File: src/rtl/key_pkg.sv
`default_nettype none
// ============================================================================
//  Module      : key_pkg
//  Description : Shared types and default constants for the key conditioning
//                path (debounce FSM state encoding, 50 MHz cycle defaults).
//  Revision    : 1.0 - initial release
// ============================================================================
package key_pkg;

   // Debounce FSM state encoding
   typedef enum logic [1:0] {
      ST_IDLE       = 2'd0,
      ST_PRESS_DB   = 2'd1,
      ST_HELD       = 2'd2,
      ST_RELEASE_DB = 2'd3
   } key_state_t;

   // 20 ms debounce window at 50 MHz
   localparam int unsigned c_DEF_DEBOUNCE_CYCLES = 1_000_000;
   // 1 s long-press threshold at 50 MHz
   localparam int unsigned c_DEF_LONG_CYCLES     = 50_000_000;

endpackage : key_pkg
`default_nettype wire

File: src/rtl/sync_2ff.sv
`default_nettype none
// ============================================================================
//  Module      : sync_2ff
//  Description : Generic two-flop synchroniser for asynchronous inputs, with
//                a configurable reset value so an idle pin level can be
//                presented from reset without a false edge.
//  Revision    : 1.0 - initial release
// ============================================================================
module sync_2ff #(
   parameter int unsigned        WIDTH       = 1,
   parameter logic [WIDTH-1:0]   RESET_VALUE = '0
) (
   input  logic             clk,
   input  logic             rst,
   input  logic [WIDTH-1:0] i_async,
   output logic [WIDTH-1:0] o_sync
);

   logic [WIDTH-1:0] r_meta;
   logic [WIDTH-1:0] r_sync;

   // Two-stage capture: first stage may go metastable, second stage resolves it
   always_ff @(posedge clk or posedge rst) begin
      if (rst) begin
         r_meta <= RESET_VALUE;
         r_sync <= RESET_VALUE;
      end else begin
         r_meta <= i_async;
         r_sync <= r_meta;
      end
   end

   assign o_sync = r_sync;

endmodule : sync_2ff
`default_nettype wire

File: src/rtl/key_debounce.sv
`default_nettype none
// ============================================================================
//  Module      : key_debounce
//  Description : Synchronises a raw key pin, rejects bounces shorter than a
//                programmable window and produces a debounced level plus
//                single-cycle press / release / long-press pulses.
//  Revision    : 1.0 - initial release
// ============================================================================
module key_debounce
   import key_pkg::*;
#(
   parameter int unsigned DEBOUNCE_CYCLES = c_DEF_DEBOUNCE_CYCLES,
   parameter int unsigned LONG_CYCLES     = c_DEF_LONG_CYCLES,
   parameter logic        ACTIVE_LEVEL    = 1'b1
) (
   input  logic sys_clk,
   input  logic sys_rst,
   input  logic key_in,
   output logic key_level,
   output logic key_press,
   output logic key_release,
   output logic key_long
);

   localparam int unsigned DB_W   = $clog2(DEBOUNCE_CYCLES + 1);
   localparam int unsigned HOLD_W = $clog2(LONG_CYCLES + 1);

   localparam logic [DB_W-1:0]   c_DB_LAST   = DB_W'(DEBOUNCE_CYCLES - 1);
   localparam logic [DB_W-1:0]   c_DB_ONE    = DB_W'(1);
   localparam logic [HOLD_W-1:0] c_HOLD_LAST = HOLD_W'(LONG_CYCLES - 1);
   localparam logic [HOLD_W-1:0] c_HOLD_ONE  = HOLD_W'(1);

   // Synchronised pin and its "pressed" interpretation
   logic w_key_sync;
   logic w_key_act;

   // Registered state
   key_state_t        r_state;
   logic [DB_W-1:0]   r_db_cnt;
   logic [HOLD_W-1:0] r_hold_cnt;
   logic              r_long_done;
   logic              r_level;
   logic              r_press;
   logic              r_release;
   logic              r_long;

   // Next-state values
   key_state_t        w_state_nxt;
   logic [DB_W-1:0]   w_db_cnt_nxt;
   logic [HOLD_W-1:0] w_hold_cnt_nxt;
   logic              w_long_done_nxt;
   logic              w_level_nxt;
   logic              w_press_nxt;
   logic              w_release_nxt;
   logic              w_long_nxt;

   // The pin idles at the inactive level, so the synchroniser resets there
   sync_2ff #(
      .WIDTH       (1),
      .RESET_VALUE (~ACTIVE_LEVEL)
   ) u_key_sync (
      .clk     (sys_clk),
      .rst     (sys_rst),
      .i_async (key_in),
      .o_sync  (w_key_sync)
   );

   assign w_key_act = (w_key_sync == ACTIVE_LEVEL);

   // State, counters and all outputs are registered together
   always_ff @(posedge sys_clk or posedge sys_rst) begin
      if (sys_rst) begin
         r_state     <= ST_IDLE;
         r_db_cnt    <= '0;
         r_hold_cnt  <= '0;
         r_long_done <= 1'b0;
         r_level     <= 1'b0;
         r_press     <= 1'b0;
         r_release   <= 1'b0;
         r_long      <= 1'b0;
      end else begin
         r_state     <= w_state_nxt;
         r_db_cnt    <= w_db_cnt_nxt;
         r_hold_cnt  <= w_hold_cnt_nxt;
         r_long_done <= w_long_done_nxt;
         r_level     <= w_level_nxt;
         r_press     <= w_press_nxt;
         r_release   <= w_release_nxt;
         r_long      <= w_long_nxt;
      end
   end

   // Next-state, counter and pulse decode; pulses default low so each lasts one cycle
   always_comb begin
      w_state_nxt     = r_state;
      w_db_cnt_nxt    = r_db_cnt;
      w_hold_cnt_nxt  = r_hold_cnt;
      w_long_done_nxt = r_long_done;
      w_level_nxt     = r_level;
      w_press_nxt     = 1'b0;
      w_release_nxt   = 1'b0;
      w_long_nxt      = 1'b0;

      unique case (r_state)
         ST_IDLE: begin
            w_level_nxt = 1'b0;
            if (w_key_act) begin
               w_state_nxt  = ST_PRESS_DB;
               w_db_cnt_nxt = '0;
            end
         end

         ST_PRESS_DB: begin
            if (!w_key_act) begin
               // Too short to be a press: drop back silently
               w_state_nxt = ST_IDLE;
            end else if (r_db_cnt == c_DB_LAST) begin
               w_state_nxt     = ST_HELD;
               w_press_nxt     = 1'b1;
               w_level_nxt     = 1'b1;
               w_hold_cnt_nxt  = '0;
               w_long_done_nxt = 1'b0;
            end else begin
               w_db_cnt_nxt = r_db_cnt + c_DB_ONE;
            end
         end

         ST_HELD: begin
            if (!w_key_act) begin
               // hold_cnt is left untouched so a rejected release glitch
               // resumes the long-press timer where it stopped
               w_state_nxt  = ST_RELEASE_DB;
               w_db_cnt_nxt = '0;
            end else if (!r_long_done && (r_hold_cnt == c_HOLD_LAST)) begin
               w_long_nxt      = 1'b1;
               w_long_done_nxt = 1'b1;
            end else if (!r_long_done) begin
               w_hold_cnt_nxt = r_hold_cnt + c_HOLD_ONE;
            end
         end

         ST_RELEASE_DB: begin
            if (w_key_act) begin
               w_state_nxt = ST_HELD;
            end else if (r_db_cnt == c_DB_LAST) begin
               w_state_nxt   = ST_IDLE;
               w_release_nxt = 1'b1;
               w_level_nxt   = 1'b0;
            end else begin
               w_db_cnt_nxt = r_db_cnt + c_DB_ONE;
            end
         end

         default: begin
            w_state_nxt = ST_IDLE;
         end
      endcase
   end

   assign key_level   = r_level;
   assign key_press   = r_press;
   assign key_release = r_release;
   assign key_long    = r_long;

endmodule : key_debounce
`default_nettype wire

File: config.mk
export PLATFORM = sky130hd
export DESIGN_NAME = key_debounce
export DESIGN_NICKNAME = d
export VERILOG_FILES = /design/src/rtl/key_pkg.sv /design/src/rtl/sync_2ff.sv /design/src/rtl/key_debounce.sv
export SDC_FILE = /design/constraint.sdc
export NUM_CORES = 1
export LEC_CHECK = 0
export BUFFER_PORTS_ARGS = -buffer_cell sky130_fd_sc_hd__buf_4
export CORE_MARGIN = 4
export CORE_UTILIZATION = 55
export DETAILED_ROUTE_END_ITERATION = 10
export PLACE_DENSITY = 0.73
export SKIP_CTS_REPAIR_TIMING = 1
export SYNTH_ARGS = -nofsm -noshare
export SYNTH_HDL_FRONTEND = slang
export SYNTH_SLANG_ARGS = --single-unit
File: constraint.sdc
create_clock -name sys_clk -period 2.3 [get_ports sys_clk]
set_clock_uncertainty 0.15 [all_clocks]
set_input_delay 0.46 -clock sys_clk [delete_from_list [all_inputs] [get_ports sys_clk]]
set_output_delay 0.46 -clock sys_clk [all_outputs]
set_load 0.02 [all_outputs]
==> results.json, run 1 <==
{
  "switchingPower_mw": 0.374,
  "synthCells": 294,
  "grt_pass1_vias": 2165,
  "initial_utilization_pct": 58.5,
  "rsz0062_at_grt": "false",
  "max_freq_mhz": 460,
  "synth_top_area_share_pct": 48.2,
  "yosys_warnings": 0,
  "num_rows": 25,
  "cts_made_buffers": 5,
  "routed_wl_mm": 5.80,
  "seqPwrFrac_pct": 60.0,
  "clock_power_share_pct": 35.6,
  "maxCapViolations": 0,
  "vias_per_cell": 6.04,
  "post-place-ws_ns": 0.148,
  "synthArstFlopShare_pct": 100,
  "crit_arrival_ns": 2.21,
  "antenna_found_initial": 0,
  "synthToLayoutAreaGrowth_pct": 11.4,
  "clock-sinks": 55,
  "hp-class": "in -> async",
  "drive_gt1_share_pct": 13.7,
  "powerDensity_nw_per_um2": 519,
  "timing.slew.headroom_pct": 71.1,
  "yosys_most_used_dff": "dfrtp_1",
  "period_needed_ns": 2.17,
  "n_antenna_cell": 0,
  "setup_viol": 0,
  "wl_per_cell_um": 15.2,
  "status": "finished, violations left",
  "finalHoldViolations": 12,
  "routabilityCongestion": 0.836,
  "antenna_left": 0,
  "p_leak_nw": 1.31,
  "track_usage_pct": 20.5,
  "ys_seq_elements": 55,
  "insertion_delay_ns": 0.31,
  "synth_area_leaders": "dfrtp_1, nand3_1, nand4_1",
  "critPathKind": "reg -> reg",
  "grt_max_degree": 38,
  "tns_ns": 0,
  "failed_checks": "negative hold slack",
  "fp.dieW_um": 80.1,
  "period_share_pct": 94.5,
  "p_int_mw": 1.28,
  "synth_nets": 299,
  "timing.final.ws_setup_ns": 0.127,
  "dieArea_um2": 6410,
  "r2r_start": "r_hold_cnt[8]$_DFFE_PP0P_",
  "grt_first_pass_wirelength_mm": 10.4,
  "finalNetCount": 319,
  "synth_edf_count": 0,
  "worstSetupStartpoint": "r_hold_cnt[8]$_DFFE_PP0P_",
  "grt_overflow": 0,
  "crit_path_start_kind": "flip-flop",
  "ioPinCount": 7,
  "cts_root_buf": "clkbuf_8",
  "combPwrFrac_pct": 4.4,
  "fp.dieH_um": 80.1,
  "fillCellCount": 424,
  "cts_tree": "built",
  "vias": 2307,
  "synth_top_cell_by_area": "dfrtp_1",
  "crit_path_end_kind": "flip-flop",
  "cp.required_ns": 2.34,
  "crit_path_max_fanout": 8,
  "portBuffers": 6,
  "finalMaxSlewViolations": 0,
  "clockBufferDepth": 2,
  "p_sw_share_pct": 22.6,
  "synth_area_um2": 2860,
  "yosysSeqAreaShare_pct": 48.2,
  "tightest_slew_ns": 0.429,
  "avgSynthCellArea_um2": 9.72,
  "holdWs_ns": -0.00757,
  "synth.most_common_cell": "dfrtp_1",
  "first_pass_iters": 4,
  "synthDistinctLibCells": 56,
  "htreeDepth": 2,
  "core_area_um2": 4880,
  "synthTopCellsByCount": "dfrtp_1, nand2_1, nand3_1, nor2_1, o21ai_0",
  "drt-initial-drc-count": 169,
  "ir_drop_mv": 0.379,
  "post-dp-hpwl_mm": 4.08,
  "clkTransAtPathRegs_ns": 0.10,
  "drc": 0
}
per-stage QoR:
stage          instance area, µm²  std cells  hold WS (ns)  power (mW)  utilization, %
2_1_floorplan                2860        294         0.181        1.06               -
3_3_place_gp                 3060        374         0.185        1.08            62.8
3_5_place_dp                 3060        374         0.185        1.09            62.8
4_1_cts                      3170        382       0.00243        1.67            64.9
5_1_grt                      3180        382        0.0144        1.72            65.2
6_report                     3180        382      -0.00757        1.65            65.2
worst max-delay path: stages (launching register included):
cell and delay [ns]:
dfrtp_1 0.45, nor4_1 0.44, nand4b_1 0.32, o21ai_2 0.43, nor3_1 0.13, mux2i_1 0.14
per-layer routing:
layer	vias up	routed length (µm)	GRT usage [%]
met2	50	2510	28.6
met4	0	33	4.05
met5	-	0	0
met1	1111	3010	32.0
met3	4	248	5.38
li1	1142	-	-
path summary, 6_finish.rpt:
path	to	slack, ns	cells past startpoint
max in group asynchronous	r_hold_cnt[22]$_DFFE_PP0P_	1.48	3
max	r_hold_cnt[22]$_DFFE_PP0P_	0.13	5
max reg2reg	r_hold_cnt[22]$_DFFE_PP0P_	0.13	5
min reg2reg	u_key_sync.o_sync$_DFF_PP0_	0.21	0
min in group sys_clk	u_key_sync.r_meta$_DFF_PP0_	0.10	1
min	key_long$_DFF_PP0_	-0.008	2
sequential cells by signal, summed over array words and instances (netlist names), named ones only:
name and flops:
key_level 1, r_state 1, r_db_cnt 20, r_hold_cnt 26, key_release 1, u_key_sync.o_sync 1
key_long 1, u_key_sync.r_meta 1, key_press 1, r_long_done 1
power by group through the flow:
stage                     Clock [mW]  Sequential (mW)  Combinational, mW
after floorplan                    0             1.01             0.0497
after global placement             0             1.01             0.0731
after detailed placement           0             1.01             0.0742
after CTS                      0.604            0.992             0.0745
after global routing           0.647            0.994             0.0819
final                          0.588            0.992             0.0728
area by class of cell:
class / instances / area, µm² / share of cell area [%]
Clock buffer: 7 / 96.3 / 3.03
Clock inverter: 1 / 7.51 / 0.236
Inverter: 11 / 41.3 / 1.30
Multi-Input combinational cell: 220 / 1410 / 44.2
Sequential cell: 55 / 1380 / 43.2
Tap cell: 67 / 83.8 / 2.63
Timing Repair Buffer: 21 / 170 / 5.35
cells in the final DEF (no fill, tap or decap), types with 8 or more instances in the layout:
cell,Yosys,routed
dfrtp_1,55,55
nand2_1,23,23
nand3_1,22,22
buf_4,1,20
nor2_1,20,19
o21ai_0,19,19
nand4_1,17,17
a21oi_1,14,14
inv_1,11,10
nor3_1,9,9
and3_1,8,8
kinds of logic (layout without fill, tap and decap cells):
| logic type | count (synthesis) | count (layout) | share of synthesized area [%] |
|---|---|---|---|
| AOI/OAI and AO/OA | 68 | 68 | 15.3 |
| xor gates and xnor gates | 11 | 11 | 4.29 |
| adders and majority gates | 2 | 2 | 0.876 |
| buffers and inverters | 19 | 40 | 3.07 |
| DFF | 55 | 55 | 48.2 |
| muxes | 5 | 5 | 1.80 |
| and+or+nand+nor | 134 | 134 | 26.5 |
Power figures use the tool's default switching activity.
==> run 2: changes to the inputs <==
MAX_ROUTING_LAYER = met4   (was unset)
==> results.json, run 2 (synthesized netlist as in run 1, its figures left out) <==
{
  "n_antenna_cell": 0,
  "drt-initial-drc-count": 165,
  "maxCapViolations": 0,
  "fp.dieW_um": 80.1,
  "p_sw_share_pct": 22.6,
  "vias": 2308,
  "combPwrFrac_pct": 4.4,
  "core_area_um2": 4880,
  "htreeDepth": 2,
  "cts_tree": "built",
  "max_freq_mhz": 460,
  "tns_ns": 0,
  "final_common_cell": "dfrtp_1",
  "drc": 0,
  "path_buf_inv": 0,
  "regToRegEndpoint": "r_hold_cnt[22]$_DFFE_PP0P_",
  "clockBufferDepth": 2,
  "crit_family": "simple AND/OR/NAND/NOR gates",
  "worstRegToRegCells": 5,
  "r2r_start": "r_hold_cnt[8]$_DFFE_PP0P_",
  "cts_root_buf": "clkbuf_8",
  "final_cell_mix": "dfrtp_1, nand2_1, nand3_1",
  "cp_num_cells": 5,
  "crit_path_max_fanout": 8,
  "instances_no_fill": 382,
  "num_rows": 25,
  "grt_pass1_vias": 2166,
  "crit_path_start_kind": "flip-flop",
  "largestRegisters": "r_hold_cnt x26, r_db_cnt x20",
  "routabilityCongestion": 0.849,
  "drive_gt1_share_pct": 13.7,
  "grt_overflow": 0,
  "critPathMaxStageDelay_ns": 0.45,
  "seqPwrFrac_pct": 60.0,
  "holdWs_ns": -0.00762,
  "largest_reg_flops": 26,
  "p_int_mw": 1.28,
  "p_leak_nw": 1.31,
  "placed_cells": 374,
  "grt_first_pass_wirelength_mm": 10.4,
  "post-dp-hpwl_mm": 4.08,
  "finalMaxSlewViolations": 0,
  "clock_power_share_pct": 35.6,
  "switchingPower_mw": 0.374,
  "failed_checks": "negative hold slack",
  "crit_chain": "nor4_1 > nand4b_1 > o21ai_2 > nor3_1 > mux2i_1",
  "ioPinCount": 7,
  "timing.slew.headroom_pct": 71.1,
  "critPathKind": "reg -> reg",
  "portBuffers": 6,
  "hp-class": "in -> async",
  "track_usage_pct": 21.1,
  "ir_drop_mv": 0.381,
  "cp.required_ns": 2.34,
  "initial_utilization_pct": 58.5,
  "status": "finished, violations left",
  "critical-path-slowest-cell": "dfrtp_1",
  "clock-sinks": 55,
  "vias_per_cell": 6.04,
  "tightest_slew_ns": 0.429,
  "seq_area_um2": 1380,
  "first_pass_iters": 4,
  "setup_viol": 0,
  "period_needed_ns": 2.17,
  "grt_max_degree": 38,
  "finalHoldViolations": 12,
  "crit_arrival_ns": 2.21,
  "insertion_delay_ns": 0.31,
  "period_share_pct": 94.5,
  "routed_wl_mm": 5.82,
  "finalNetCount": 319,
  "wl_per_cell_um": 15.2,
  "crit_path_end_kind": "flip-flop",
  "cts_made_buffers": 5,
  "fillCellCount": 424,
  "reg2reg_slack_ns": 0.13,
  "synthToLayoutAreaGrowth_pct": 11.4,
  "antenna_left": 0,
  "dieArea_um2": 6410,
  "powerDensity_nw_per_um2": 520,
  "antenna_found_initial": 0,
  "clkTransAtPathRegs_ns": 0.10,
  "regMostFlops": "r_hold_cnt",
  "fp.dieH_um": 80.1,
  "rsz0062_at_grt": "false",
  "multi_input_area_um2": 1410
}
run 2: cell type report:
type	count	area share (%)
Sequential cell	55	43.2
Clock inverter	1	0.236
Timing Repair Buffer	21	5.35
Clock buffer	7	3.03
Inverter	11	1.30
Tap cell	67	2.63
Multi-Input combinational cell	220	44.2
run 2: metrics by stage:
step | utilization, % | cell area [µm²] | power, mW | setup slack (ns)
6_report | 65.2 | 3180 | 1.65 | 0.127
3_5_place_dp | 62.8 | 3060 | 1.09 | 0.148
2_1_floorplan | - | 2860 | 1.06 | 0.347
5_1_grt | 65.2 | 3180 | 1.72 | 0.0283
3_3_place_gp | 62.8 | 3060 | 1.08 | 0.181
4_1_cts | 64.9 | 3170 | 1.67 | 0.125
run 2: how the worst max path moves through the flow:
stage                                         start                         end  slack [ns]
final                     r_hold_cnt[8]$_DFFE_PP0P_  r_hold_cnt[22]$_DFFE_PP0P_        0.13
after global routing      r_hold_cnt[8]$_DFFE_PP0P_  r_hold_cnt[22]$_DFFE_PP0P_        0.03
after CTS                 r_hold_cnt[8]$_DFFE_PP0P_  r_hold_cnt[14]$_DFFE_PP0P_        0.12
after detailed placement  r_hold_cnt[7]$_DFFE_PP0P_  r_hold_cnt[14]$_DFFE_PP0P_        0.15
after global placement    r_hold_cnt[8]$_DFFE_PP0P_  r_hold_cnt[14]$_DFFE_PP0P_        0.18
after floorplan                             sys_rst  asynchronous set/reset pin        0.35
run 2: routing by layer:
metal | vias up | routed length [µm] | GRT usage [%] | share of wire [%]
met5 | - | 0 | - | 0
met4 | 0 | 34 | 4.05 | 0.58
met3 | 4 | 230 | 5.38 | 4.0
met2 | 45 | 2500 | 28.6 | 43
met1 | 1116 | 3050 | 32.0 | 52
li1 | 1143 | - | - | -
run 2: power by group through the flow:
stage	clock [mW]	combinational, mW	sequential [mW]
after floorplan	0	0.0497	1.01
after global placement	0	0.0731	1.01
after detailed placement	0	0.0742	1.01
after CTS	0.604	0.0745	0.992
after global routing	0.647	0.0819	0.994
final	0.589	0.0729	0.993
==> run 3: changes to the inputs <==
BUFFER_PORTS_ARGS = -buffer_cell sky130_fd_sc_hd__buf_2   (was -buffer_cell sky130_fd_sc_hd__buf_4)
==> results.json, run 3 (synthesized netlist as in run 1, its figures left out) <==
{
  "worstSetupStartpoint": "r_hold_cnt[7]$_DFFE_PP0P_",
  "status": "complete, no violations",
  "max_freq_mhz": 463,
  "p_leak_nw": 1.30,
  "insertion_delay_ns": 0.31,
  "place_area_um2": 3040,
  "regMostFlops": "r_hold_cnt",
  "crit_arrival_ns": 2.24,
  "dieArea_um2": 6410,
  "fillCellCount": 419,
  "drt-initial-drc-count": 197,
  "period_share_pct": 93.8,
  "grt_pass1_vias": 2173,
  "final_cell_area_um2": 3150,
  "finalNetCount": 318,
  "instances_no_fill": 380,
  "r2r_start": "r_hold_cnt[7]$_DFFE_PP0P_",
  "switchingPower_mw": 0.359,
  "ioPinCount": 7,
  "synthToLayoutAreaGrowth_pct": 10.4,
  "clkTransAtPathRegs_ns": 0.09,
  "p_sw_share_pct": 21.3,
  "combPwrFrac_pct": 4.3,
  "track_usage_pct": 20.9,
  "rsz0062_at_grt": "false",
  "post-dp-hpwl_mm": 4.08,
  "htreeDepth": 2,
  "grt_overflow": 0,
  "hp-class": "in -> async",
  "seqPwrFrac_pct": 59.0,
  "drive_gt1_share_pct": 12.8,
  "seq_area_um2": 1380,
  "final_common_cell": "dfrtp_1",
  "core_area_um2": 4880,
  "largestRegisters": "r_hold_cnt x26, r_db_cnt x20",
  "cts_tree": "built",
  "wl_per_cell_um": 15.3,
  "cp.required_ns": 2.38,
  "crit_path_end_kind": "flip-flop",
  "finalHoldViolations": 0,
  "fp.dieW_um": 80.1,
  "routed_wl_mm": 5.80,
  "tightest_slew_ns": 0.517,
  "portBuffers": 6,
  "setup_viol": 0,
  "critPathKind": "reg -> reg",
  "final_cell_mix": "dfrtp_1, nand2_1, nand3_1",
  "crit_family": "simple AND/OR/NAND/NOR gates",
  "critical-path-slowest-cell": "dfrtp_1",
  "period_needed_ns": 2.16,
  "fp.dieH_um": 80.1,
  "drc": 0,
  "finalMaxSlewViolations": 0,
  "placed_cells": 373,
  "grt_first_pass_wirelength_mm": 10.3,
  "ir_drop_mv": 0.315,
  "n_antenna_cell": 0,
  "maxCapViolations": 0,
  "p_int_mw": 1.32,
  "timing.slew.headroom_pct": 65.4,
  "initial_utilization_pct": 58.5,
  "num_rows": 25,
  "vias_per_cell": 6.10,
  "powerDensity_nw_per_um2": 533,
  "crit_path_max_fanout": 6,
  "grt_max_degree": 56,
  "largest_reg_flops": 26,
  "critPathMaxStageDelay_ns": 0.43,
  "cts_root_buf": "clkbuf_8",
  "clock-sinks": 55,
  "tns_ns": 0,
  "multi_input_area_um2": 1400,
  "first_pass_iters": 4,
  "cts_made_buffers": 5,
  "antenna_found_initial": 0,
  "path_buf_inv": 0,
  "holdWs_ns": 0.0485,
  "clockBufferDepth": 2,
  "vias": 2318,
  "antenna_left": 0,
  "routabilityCongestion": 0.826,
  "crit_chain": "nor4_1 > nand4b_1 > nor2_1 > o21ai_1 > a31oi_1",
  "crit_path_start_kind": "flip-flop",
  "clock_power_share_pct": 36.7
}
==> run 3: cell types whose count changed in the layout (fill, tap and decap cells not counted) <==
cell        delta
buf_4          -7
and4_1         -1
bufinv_16      +1
buf_2          +6
nor4b_2        -1
and4_2         +1
clkbuf_8       -2
o311ai_0       +1
nor4b_1        +1
clkinvlp_4     -1
o311ai_1       -1
clkbuf_1       +1
==> run 3: metal layers <==
| layer | track usage, % | share of wire (%) |
|---|---|---|
| met1 | 30.2 | 50 |
| met3 | 3.36 | 4.9 |
| met5 | - | 0 |
| met2 | 30.6 | 44 |
| met4 | 5.91 | 1.2 |
==> run 3: layout make-up <==
class,instances,area share (%)
clock inverter,1,0.952
sequential,55,43.6
timing repair buffer,20,4.68
inverter,11,1.31
clock buffer,6,2.30
multi-input combinational,220,44.5
tap,67,2.66
==> run 3: worst paths after layout <==
kind                       slack (ns)                     endpoint  cells past startpoint
max reg2reg                      0.14   r_hold_cnt[14]$_DFFE_PP0P_                      5
min in group sys_clk             0.10  u_key_sync.r_meta$_DFF_PP0_                      1
min reg2reg                      0.21  u_key_sync.o_sync$_DFF_PP0_                      0
max in group asynchronous        1.71     r_db_cnt[11]$_DFFE_PP0P_                      3
max                              0.14   r_hold_cnt[14]$_DFFE_PP0P_                      5
min                              0.05     r_db_cnt[10]$_DFFE_PP0P_                      3
==> run 3: metrics by stage <==
step	power [mW]	setup WS (ns)	util, %
after floorplan	1.06	0.347	-
after global placement	1.08	0.278	62.3
after detailed placement	1.08	0.229	62.3
after CTS	1.70	0.208	64.4
after global routing	1.75	0.0186	64.6
final	1.68	0.142	64.6
==> run 3: worst reg2reg max path: stages (launching register included) <==
cell      delay, ns
dfrtp_1        0.43
nor4_1         0.39
nand4b_1       0.29
nor2_1         0.38
o21ai_1        0.22
a31oi_1        0.23
==> run 3: power by group through the flow <==
stage                     combinational, mW  clock [mW]  sequential, mW
after floorplan                      0.0497           0            1.01
after global placement               0.0725           0            1.01
after detailed placement             0.0733           0            1.01
after CTS                            0.0737       0.635           0.992
after global routing                 0.0816       0.674           0.995
final                                0.0721       0.618           0.992
